===== src/rtl/ram_arbiter_if.sv =====
// ram_arbiter_if: requester and RAM-side signal bundle for ram_arbiter.
//   m0_*/m1_* : request fields (req, we, lock, adr, wdata) in; gnt, rvalid, rdata out
//   ram_*     : enable/rw/adr/in out to the RAM; ram_out read data back in
// Modports: slave = arbiter view, master = requester/RAM environment view.
interface ram_arbiter_if #(
    parameter int unsigned ADDR_W = 8,
    parameter int unsigned DATA_W = 8
);
    logic              m0_req;
    logic              m0_we;
    logic              m0_lock;
    logic [ADDR_W-1:0] m0_adr;
    logic [DATA_W-1:0] m0_wdata;
    logic              m0_gnt;
    logic              m0_rvalid;
    logic [DATA_W-1:0] m0_rdata;

    logic              m1_req;
    logic              m1_we;
    logic              m1_lock;
    logic [ADDR_W-1:0] m1_adr;
    logic [DATA_W-1:0] m1_wdata;
    logic              m1_gnt;
    logic              m1_rvalid;
    logic [DATA_W-1:0] m1_rdata;

    logic              ram_enable;
    logic              ram_rw;
    logic [ADDR_W-1:0] ram_adr;
    logic [DATA_W-1:0] ram_in;
    logic [DATA_W-1:0] ram_out;

    modport slave (
        input  m0_req, m0_we, m0_lock, m0_adr, m0_wdata,
        input  m1_req, m1_we, m1_lock, m1_adr, m1_wdata,
        input  ram_out,
        output m0_gnt, m0_rvalid, m0_rdata,
        output m1_gnt, m1_rvalid, m1_rdata,
        output ram_enable, ram_rw, ram_adr, ram_in
    );

    modport master (
        output m0_req, m0_we, m0_lock, m0_adr, m0_wdata,
        output m1_req, m1_we, m1_lock, m1_adr, m1_wdata,
        output ram_out,
        input  m0_gnt, m0_rvalid, m0_rdata,
        input  m1_gnt, m1_rvalid, m1_rdata,
        input  ram_enable, ram_rw, ram_adr, ram_in
    );
endinterface


===== src/rtl/ram_arbiter.sv =====
// ram_arbiter: two-requester single-port RAM arbiter with bus locking,
// boot-mode restriction and a pipelined read-return path.
// Ports:
//   clk, rst_n  : clock, asynchronous active-low reset
//   ce          : clock enable; when low no grant is issued
//   boot_mode   : only M0 may be granted while high
//   bus         : ram_arbiter_if.slave (requesters M0/M1 and RAM side)
// Optional feature: define RAM_ARBITER_RR_EN for round-robin IDLE
// contention; otherwise M0 always wins.
module ram_arbiter #(
    parameter int unsigned ADDR_W = 8,
    parameter int unsigned DATA_W = 8
) (
    input  logic         clk,
    input  logic         rst_n,
    input  logic         ce,
    input  logic         boot_mode,
    ram_arbiter_if.slave bus
);

    typedef enum logic [1:0] {IDLE, LOCK0, LOCK1} state_t;

    state_t            r_state;
    state_t            w_state_nxt;
    logic              w_gnt0;
    logic              w_gnt1;
    logic              w_xfer;
    logic              w_m1_first;
    logic              w_sel_we;
    logic [ADDR_W-1:0] w_sel_adr;
    logic [DATA_W-1:0] w_sel_wdata;

    logic              r_ram_enable;
    logic              r_ram_rw;
    logic [ADDR_W-1:0] r_ram_adr;
    logic [DATA_W-1:0] r_ram_in;
    logic              r_s1_rd;
    logic              r_s1_id;
    logic              r_s2_rd;
    logic              r_s2_id;
    logic              r_rvalid0;
    logic              r_rvalid1;
    logic [DATA_W-1:0] r_rdata0;
    logic [DATA_W-1:0] r_rdata1;

`ifdef RAM_ARBITER_RR_EN
    logic r_prio;  // 1: M1 has priority in IDLE contention

    // Priority goes to whichever requester was not granted last.
    always_ff @(posedge clk or negedge rst_n) begin
        if (!rst_n) begin
            r_prio <= 1'b0;
        end else if (w_xfer) begin
            r_prio <= w_gnt0;
        end
    end

    assign w_m1_first = r_prio;
`else
    assign w_m1_first = 1'b0;
`endif

    // State register.
    always_ff @(posedge clk or negedge rst_n) begin
        if (!rst_n) begin
            r_state <= IDLE;
        end else begin
            r_state <= w_state_nxt;
        end
    end

    // Grant decode and next state; grants are gated by reset so they read 0 in reset.
    always_comb begin
        w_gnt0      = 1'b0;
        w_gnt1      = 1'b0;
        w_state_nxt = r_state;

        if (rst_n && ce) begin
            case (r_state)
                IDLE: begin
                    if (boot_mode) begin
                        w_gnt0 = bus.m0_req;
                    end else if (bus.m0_req && bus.m1_req) begin
                        w_gnt0 = !w_m1_first;
                        w_gnt1 = w_m1_first;
                    end else begin
                        w_gnt0 = bus.m0_req;
                        w_gnt1 = bus.m1_req;
                    end
                end
                LOCK0:   w_gnt0 = bus.m0_req;
                LOCK1:   w_gnt1 = bus.m1_req && !boot_mode;
                default: ;
            endcase
        end

        case (r_state)
            IDLE: begin
                if (w_gnt0 && bus.m0_lock) begin
                    w_state_nxt = LOCK0;
                end else if (w_gnt1 && bus.m1_lock) begin
                    w_state_nxt = LOCK1;
                end
            end
            LOCK0: begin
                if (ce && !bus.m0_lock && (w_gnt0 || !bus.m0_req)) begin
                    w_state_nxt = IDLE;
                end
            end
            LOCK1: begin
                // Boot mode forcibly breaks an M1 lock.
                if (boot_mode) begin
                    w_state_nxt = IDLE;
                end else if (ce && !bus.m1_lock && (w_gnt1 || !bus.m1_req)) begin
                    w_state_nxt = IDLE;
                end
            end
            default: w_state_nxt = IDLE;
        endcase
    end

    assign w_xfer      = w_gnt0 || w_gnt1;
    assign w_sel_we    = w_gnt0 ? bus.m0_we    : bus.m1_we;
    assign w_sel_adr   = w_gnt0 ? bus.m0_adr   : bus.m1_adr;
    assign w_sel_wdata = w_gnt0 ? bus.m0_wdata : bus.m1_wdata;

    // Access stage, read tag pipeline and read-data return.
    always_ff @(posedge clk or negedge rst_n) begin
        if (!rst_n) begin
            r_ram_enable <= 1'b0;
            r_ram_rw     <= 1'b0;
            r_ram_adr    <= '0;
            r_ram_in     <= '0;
            r_s1_rd      <= 1'b0;
            r_s1_id      <= 1'b0;
            r_s2_rd      <= 1'b0;
            r_s2_id      <= 1'b0;
            r_rvalid0    <= 1'b0;
            r_rvalid1    <= 1'b0;
            r_rdata0     <= '0;
            r_rdata1     <= '0;
        end else begin
            r_ram_enable <= w_xfer;
            if (w_xfer) begin
                r_ram_rw  <= w_sel_we;
                r_ram_adr <= w_sel_adr;
                r_ram_in  <= w_sel_wdata;
            end
            r_s1_rd   <= w_xfer && !w_sel_we;
            r_s1_id   <= w_gnt1;
            r_s2_rd   <= r_s1_rd;
            r_s2_id   <= r_s1_id;
            r_rvalid0 <= r_s2_rd && !r_s2_id;
            r_rvalid1 <= r_s2_rd && r_s2_id;
            if (r_s2_rd && !r_s2_id) begin
                r_rdata0 <= bus.ram_out;
            end
            if (r_s2_rd && r_s2_id) begin
                r_rdata1 <= bus.ram_out;
            end
        end
    end

    assign bus.m0_gnt     = w_gnt0;
    assign bus.m1_gnt     = w_gnt1;
    assign bus.m0_rvalid  = r_rvalid0;
    assign bus.m1_rvalid  = r_rvalid1;
    assign bus.m0_rdata   = r_rdata0;
    assign bus.m1_rdata   = r_rdata1;
    assign bus.ram_enable = r_ram_enable;
    assign bus.ram_rw     = r_ram_rw;
    assign bus.ram_adr    = r_ram_adr;
    assign bus.ram_in     = r_ram_in;

endmodule


===== src/flat_wrapper.sv =====
// flat-port wrapper written by rule: the top's interface ports become plain ports
module ram_arbiter_flat 
#(
    parameter int unsigned ADDR_W = 8,
    parameter int unsigned DATA_W = 8
)
  (clk, rst_n, ce, boot_mode, bus_m0_req, bus_m0_we, bus_m0_lock, bus_m0_adr, bus_m0_wdata, bus_m1_req, bus_m1_we, bus_m1_lock, bus_m1_adr, bus_m1_wdata, bus_ram_out, bus_m0_gnt, bus_m0_rvalid, bus_m0_rdata, bus_m1_gnt, bus_m1_rvalid, bus_m1_rdata, bus_ram_enable, bus_ram_rw, bus_ram_adr, bus_ram_in);
  ram_arbiter_if #(.ADDR_W(ADDR_W), .DATA_W(DATA_W)) bus_i ();
  input  logic clk;
  input  logic rst_n;
  input  logic ce;
  input  logic boot_mode;
  input wire logic [$bits(bus_i.m0_req)-1:0] bus_m0_req;
  input wire logic [$bits(bus_i.m0_we)-1:0] bus_m0_we;
  input wire logic [$bits(bus_i.m0_lock)-1:0] bus_m0_lock;
  input wire logic [$bits(bus_i.m0_adr)-1:0] bus_m0_adr;
  input wire logic [$bits(bus_i.m0_wdata)-1:0] bus_m0_wdata;
  input wire logic [$bits(bus_i.m1_req)-1:0] bus_m1_req;
  input wire logic [$bits(bus_i.m1_we)-1:0] bus_m1_we;
  input wire logic [$bits(bus_i.m1_lock)-1:0] bus_m1_lock;
  input wire logic [$bits(bus_i.m1_adr)-1:0] bus_m1_adr;
  input wire logic [$bits(bus_i.m1_wdata)-1:0] bus_m1_wdata;
  input wire logic [$bits(bus_i.ram_out)-1:0] bus_ram_out;
  output wire logic [$bits(bus_i.m0_gnt)-1:0] bus_m0_gnt;
  output wire logic [$bits(bus_i.m0_rvalid)-1:0] bus_m0_rvalid;
  output wire logic [$bits(bus_i.m0_rdata)-1:0] bus_m0_rdata;
  output wire logic [$bits(bus_i.m1_gnt)-1:0] bus_m1_gnt;
  output wire logic [$bits(bus_i.m1_rvalid)-1:0] bus_m1_rvalid;
  output wire logic [$bits(bus_i.m1_rdata)-1:0] bus_m1_rdata;
  output wire logic [$bits(bus_i.ram_enable)-1:0] bus_ram_enable;
  output wire logic [$bits(bus_i.ram_rw)-1:0] bus_ram_rw;
  output wire logic [$bits(bus_i.ram_adr)-1:0] bus_ram_adr;
  output wire logic [$bits(bus_i.ram_in)-1:0] bus_ram_in;
  assign bus_i.m0_req = bus_m0_req;
  assign bus_i.m0_we = bus_m0_we;
  assign bus_i.m0_lock = bus_m0_lock;
  assign bus_i.m0_adr = bus_m0_adr;
  assign bus_i.m0_wdata = bus_m0_wdata;
  assign bus_i.m1_req = bus_m1_req;
  assign bus_i.m1_we = bus_m1_we;
  assign bus_i.m1_lock = bus_m1_lock;
  assign bus_i.m1_adr = bus_m1_adr;
  assign bus_i.m1_wdata = bus_m1_wdata;
  assign bus_i.ram_out = bus_ram_out;
  assign bus_m0_gnt = bus_i.m0_gnt;
  assign bus_m0_rvalid = bus_i.m0_rvalid;
  assign bus_m0_rdata = bus_i.m0_rdata;
  assign bus_m1_gnt = bus_i.m1_gnt;
  assign bus_m1_rvalid = bus_i.m1_rvalid;
  assign bus_m1_rdata = bus_i.m1_rdata;
  assign bus_ram_enable = bus_i.ram_enable;
  assign bus_ram_rw = bus_i.ram_rw;
  assign bus_ram_adr = bus_i.ram_adr;
  assign bus_ram_in = bus_i.ram_in;
  ram_arbiter #(.ADDR_W(ADDR_W), .DATA_W(DATA_W)) u_core (.clk(clk), .rst_n(rst_n), .ce(ce), .boot_mode(boot_mode), .bus(bus_i));
endmodule

===== config.mk =====
export PLATFORM = sky130hd
export DESIGN_NAME = ram_arbiter_flat
export DESIGN_NICKNAME = d
export VERILOG_FILES = /design/src/rtl/ram_arbiter_if.sv /design/src/rtl/ram_arbiter.sv /design/src/flat_wrapper.sv
export SDC_FILE = /design/constraint.sdc
export NUM_CORES = 1
export LEC_CHECK = 0
export CORE_ASPECT_RATIO = 1.25
export CORE_MARGIN = 8
export CORE_UTILIZATION = 25
export CTS_CLUSTER_SIZE = 14
export DETAILED_ROUTE_END_ITERATION = 10
export PLACE_DENSITY_LB_ADDON = 0.2
export SETUP_SLACK_MARGIN = 0.1
export SKIP_CTS_REPAIR_TIMING = 1
export SLEW_MARGIN = 20
export SYNTH_ARGS = -nofsm -noshare
export SYNTH_HDL_FRONTEND = slang
export SYNTH_SLANG_ARGS = --single-unit
export TNS_END_PERCENT = 10

===== constraint.sdc =====
create_clock -name clk -period 2.18 [get_ports clk]
set_input_delay 0.218 -clock clk [delete_from_list [all_inputs] [get_ports clk]]
set_output_delay 0.218 -clock clk [all_outputs]
set_load 0.02 [all_outputs]

**Word-level counts from Yosys, hierarchy flattened**

Cells that the tools add are included.

- Register bits: 42
- Latch bits: 0
- RAM bits: 0
- Bits in read-only memories: 0
- Input port bits: 50
- Output and inout port bits: 38
- Memories kept: 0

- $add $sub $neg: 0
- Multipliers: 0
- Divide/modulo/power cells: 0
- $lt $le $gt $ge: 0
- Equality and inequality tests: 5
- Shift-type cells: 0
- Muxes and demuxes: 17
- Bitwise gates (word level): 0
- Reduce and logical (&&, ||, !) cells: 24

Operators with widths:

| cell | count |
|---|---|
| 8-bit two-way mux | 2 |
| 1-bit logical AND | 12 |
| 2-bit two-way mux | 5 |
| 1-bit zero test | 7 |
| 1-bit two-way mux | 7 |
| 2-bit one-hot mux with 3 select lines | 1 |
| 1-bit one-hot mux with 2 select lines | 2 |
| 1-bit logical OR | 3 |
| 3-bit by 1-bit inequality test with 1-bit output, second input constant | 1 |
| 3-bit by 2-bit inequality test with 1-bit output, second input constant | 1 |
| 3-bit AND reduction | 1 |
| 2-bit by 1-bit == test with 1-bit output, second input constant | 1 |
| 2-bit == test, second input constant | 1 |
| 2-bit zero test | 1 |
| 2-bit by 1-bit inequality test with 1-bit output, second input constant | 1 |

**Longest topological paths before layout**

- Word-level depth: 10
- Depth in mapped cells: 5
- Gate-level depth less buffers: 3

**Worst setup path before layout**

OpenSTA, ideal clock, no wires.

- Kind: flip-flop to output port
- Start point: reg u_core.r_state[0]
- End point: out bus_m1_gnt
- Data arrival time: 1.227 ns
- Setup slack: 0.735 ns
- Cell stages (with the launch flop): 5
- Path buffers: 1
- Path through: dfrtp_1 nor3b_2 buf_6 nand3_1 inv_1

- Longest elaborated chain between the ends: 3
- Elaborated cells between the ends (all ways): 4

Ends and longest elaborated chain:

| element | line | text |
|---|---|---|
| from (decl) | ram_arbiter.sv:23 | `state_t r_state;` |
| from (signal assigned) | ram_arbiter.sv:68 | `r_state <= w_state_nxt;` |
| 2-bit == test or 2-bit zero test (tied branches) | ram_arbiter.sv:79 | `case (r_state)` |
| 1-bit one-hot mux with 2 select lines * | ram_arbiter.sv:79 |  |
| 1-bit two-way mux * | ram_arbiter.sv:78 | `if (rst_n && ce) begin` |
| to (decl) | flat_wrapper.sv:27 | `output wire logic [$bits(bus_i.m1_gnt)-1:0] bus_m1_gnt;` |

Mark *: on every way between the ends. The rest lies on a longest branch, timed or not.

**Final worst setup path**

- Start point: in ce
- End point: out bus_m0_gnt

- Longest elaborated chain between the ends: 2

Ends and longest elaborated chain:

| element | line | text |
|---|---|---|
| from (decl) | flat_wrapper.sv:11 | `input logic ce;` |
| 1-bit logical AND | ram_arbiter.sv:78 |  |
| 1-bit two-way mux | ram_arbiter.sv:78 |  |
| to (decl) | flat_wrapper.sv:24 | `output wire logic [$bits(bus_i.m0_gnt)-1:0] bus_m0_gnt;` |

No other way between the ends.

==> impl_metrics.env <==
export IMPL_arrival_ns=1.71
export IMPL_ys_types=26
export IMPL_grt_pass1_wl_mm=9.39
export IMPL_grt_pass1_vias=1786
export IMPL_pin_count=88
export IMPL_critPathMaxFanout=5
export IMPL_synth_seq_cells=42
export IMPL_status="complete, no violations"
export IMPL_yosysWarnings=0
export IMPL_fin_skew_ns=0.00447
export IMPL_p_clk_share_pct=22.8
export IMPL_antennaDiodeCount=0
export IMPL_nets=303
export IMPL_drc=0
export IMPL_clkSlewWorstSetupHoldPaths_ns=0.08
export IMPL_hold_ws_ns=0.0861
export IMPL_path_class="in2out"
export IMPL_avgSynthCellArea_sq_um=11.5
export IMPL_die_y_um=113
export IMPL_p_seq_share_pct=43.1
export IMPL_setup_violations=0
export IMPL_cellPowerDensity_mw_per_mm2=786
export IMPL_drv_cap=0
export IMPL_dieArea_sq_mm=0.0106
export IMPL_vdd_drop_max_mv=0.286
export IMPL_htree_levels=2
export IMPL_period_minus_slack_ns=1.93
export IMPL_numClockSinks=42
export IMPL_seq_area_frac_synth_pct=55.8
export IMPL_cts_buffer_depth=2
export IMPL_intPower_mw=1.58
export IMPL_area_delta_synth_final_pct=56.0
export IMPL_antenna_found_initial=0
export IMPL_track_usage_pct=11.3
export IMPL_post_route_period_util_pct=88.5
export IMPL_syn_area_sq_mm=0.00188
export IMPL_stdcell_area_sq_mm=0.00294
export IMPL_switching_share_pct=31.6
export IMPL_clockRootBuffer="clkbuf_8"
export IMPL_cts_tree="done"
export IMPL_drt_initial_drc_count=125
export IMPL_placed_area_sq_mm=0.00283
export IMPL_r2r_slack_ns=0.79
export IMPL_initial_core_util_pct=25.6
export IMPL_critPathTopFamily="buffers and inverters"
export IMPL_slew_viol_final=0
export IMPL_path_cells="clkdlybuf4s50_1, and4b_1, clkdlybuf4s50_1"
export IMPL_numCtsBuffers=5
export IMPL_routed_wirelength_mm=5.99
export IMPL_gr_total_overflow=0
export IMPL_final_hold_viol_count=0
export IMPL_tns_ns=0
export IMPL_synthCells=164
export IMPL_rr_startpoint="u_core.r_state[0]$_DFFE_PN0P_"
export IMPL_synth_area_leaders="dfrtp_1, mux2_2, nand3_1"
export IMPL_synth_fp_nets=214
export IMPL_tightest_slew_ns=0.488
export IMPL_yosys_area_top_type="dfrtp_1"
export IMPL_drt_first_pass_iters=4
export IMPL_fmax_mhz=518
export IMPL_final_antenna_net_count=0
export IMPL_via_per_inst=4.86
export IMPL_nFillCells=747
export IMPL_wire_per_inst_um=17.3
export IMPL_startpoint="ce"
export IMPL_switchingPower_uw=729
export IMPL_grt_start_max_net_pins=39
export IMPL_hp_class="in2async"
export IMPL_vias=1682
export IMPL_p_comb_share_pct=34.1
export IMPL_worstSetupEndpointType="output pin"
export IMPL_final_core_util_pct=40.0
export IMPL_critical_path_slowest_cell="clkdlybuf4s50_1"
export IMPL_worst_skew_pair_late_latency_ns=0.29
export IMPL_num_rows=35
export IMPL_synthDominantCellAreaShare_pct=55.8
export IMPL_crit_required_ns=1.96
export IMPL_cp_common_cell="clkdlybuf4s50_1"
export IMPL_port_buffers=87
export IMPL_rsz0062_at_grt="no"
export IMPL_start_kind="input port"
export IMPL_p_leak_nw=1.21
export IMPL_drive_above_1_share_pct=13.8
export IMPL_critPathBufInv=2
export IMPL_max_slew_margin_pct=67.4
export IMPL_dp_hpwl_mm=4.35
export IMPL_core_area_sq_mm=0.00736
export IMPL_gp_congestion=0.697
export IMPL_die_w_um=93.7
export IMPL_cp_slowest_stage_delay_ns=0.64
cell usage in the layout (no fill, tap or decap), drive strengths merged, types with 2 or more instances in the layout:
master	Yosys	final
nor3b	2	2
dfrtp	42	42
nand2b	2	2
mux2	16	16
nand2	2	2
nand3	35	35
nand4	17	17
inv	4	4
clkdlybuf4s50	0	85
buf	10	8
o21ai	2	2
a22oi	17	17
clkbuf	3	6
power by group through the flow:
stage / registers, mW / clock network (mW) / logic, mW
2_1_floorplan: 1.16 / 0 / 0.218
3_5_place_dp: 1.01 / 0 / 0.798
4_1_cts: 0.997 / 0.558 / 0.800
5_1_grt: 1.02 / 0.586 / 0.845
3_3_place_gp: 1.01 / 0 / 0.793
6_report: 0.996 / 0.527 / 0.787
worst reg2reg max path, delay by kind of cell, from the launching register on:
family	cells	cell delay, ns
AND/OR/NAND/NOR	2	0.55
buffers and inverters	1	0.22
AO/OA/AOI/OAI	1	0.14
flip-flops	1	0.42
state kept, by name, indices dropped and copies added, names as in the netlist:
name                   count
u_core.bus.m0_rdata        8
u_core.bus.m1_rdata        8
u_core.bus.ram_adr         8
u_core.bus.ram_in          8
u_core.r_state             2
u_core.bus.m0_rvalid       1
u_core.bus.m1_rvalid       1
u_core.bus.ram_enable      1
u_core.bus.ram_rw          1
u_core.r_s1_id             1
u_core.r_s1_rd             1
u_core.r_s2_id             1
u_core.r_s2_rd             1
cells by family after synthesis:
logic type / share of synthesized area (%)
buffers and inverters: 5.31
and+or+nand+nor: 20.1
AOI/OAI and AO/OA: 9.30
muxes: 9.56
DFF: 55.8
routing by layer:
| layer | track usage, % | share of wire [%] | up-vias |
|---|---|---|---|
| li1 | - | - | 795 |
| met1 | 13.4 | 44 | 818 |
| met2 | 18.8 | 48 | 63 |
| met3 | 3.71 | 6.7 | 6 |
| met4 | 3.50 | 1.1 | 0 |
| met5 | 0 | 0 | - |
synthesized netlist by cell type, drive strengths merged:
cell type and number:
mux2 16, nand4b 1, and4b 1, a22oi 17
o22ai 1, a21oi 1, nand2 2, inv 4
dfrtp 42, o21ai 2, nor2 1, and2 1
nand4 17, buf 10, or3b 1, a311oi 1
nor2b 1, nand3 35, a31oi 1, clkbuf 3
nor3b 2, nand3b 1, nand2b 2, o21a 1
metrics by stage:
step	power, mW	worst slack (ns)	std cells
after global routing	2.45	0.188	346
final	2.31	0.251	346
after floorplan	1.38	0.735	164
after global placement	1.80	0.145	337
after detailed placement	1.81	0.132	337
after CTS	2.35	0.132	345
final timing paths:
check,to,depth (start not counted)
max in group asynchronous,u_core.bus.ram_in[5]$_DFFE_PN0P_,2
worst max-delay path,bus_m0_gnt,3
min in group clk,u_core.r_state[1]$_DFFE_PN0P_,3
worst min-delay path,u_core.bus.ram_adr[5]$_DFFE_PN0P_,2
worst max register to register,u_core.r_s1_rd$_DFF_PN0_,4
worst min register to register,u_core.r_s2_id$_DFF_PN0_,0
final cells by class:
class,instances,area [sq um],share of cell area (%)
well taps,92,115,3.91
repair buffers,95,931,31.7
clock buffers,6,82.6,2.81
clock inverters,2,12.5,0.426
multi-input cells,105,733,24.9
inverters,4,15.0,0.511
flip-flops and latches,42,1050,35.7
Power figures use the tool's default switching activity.
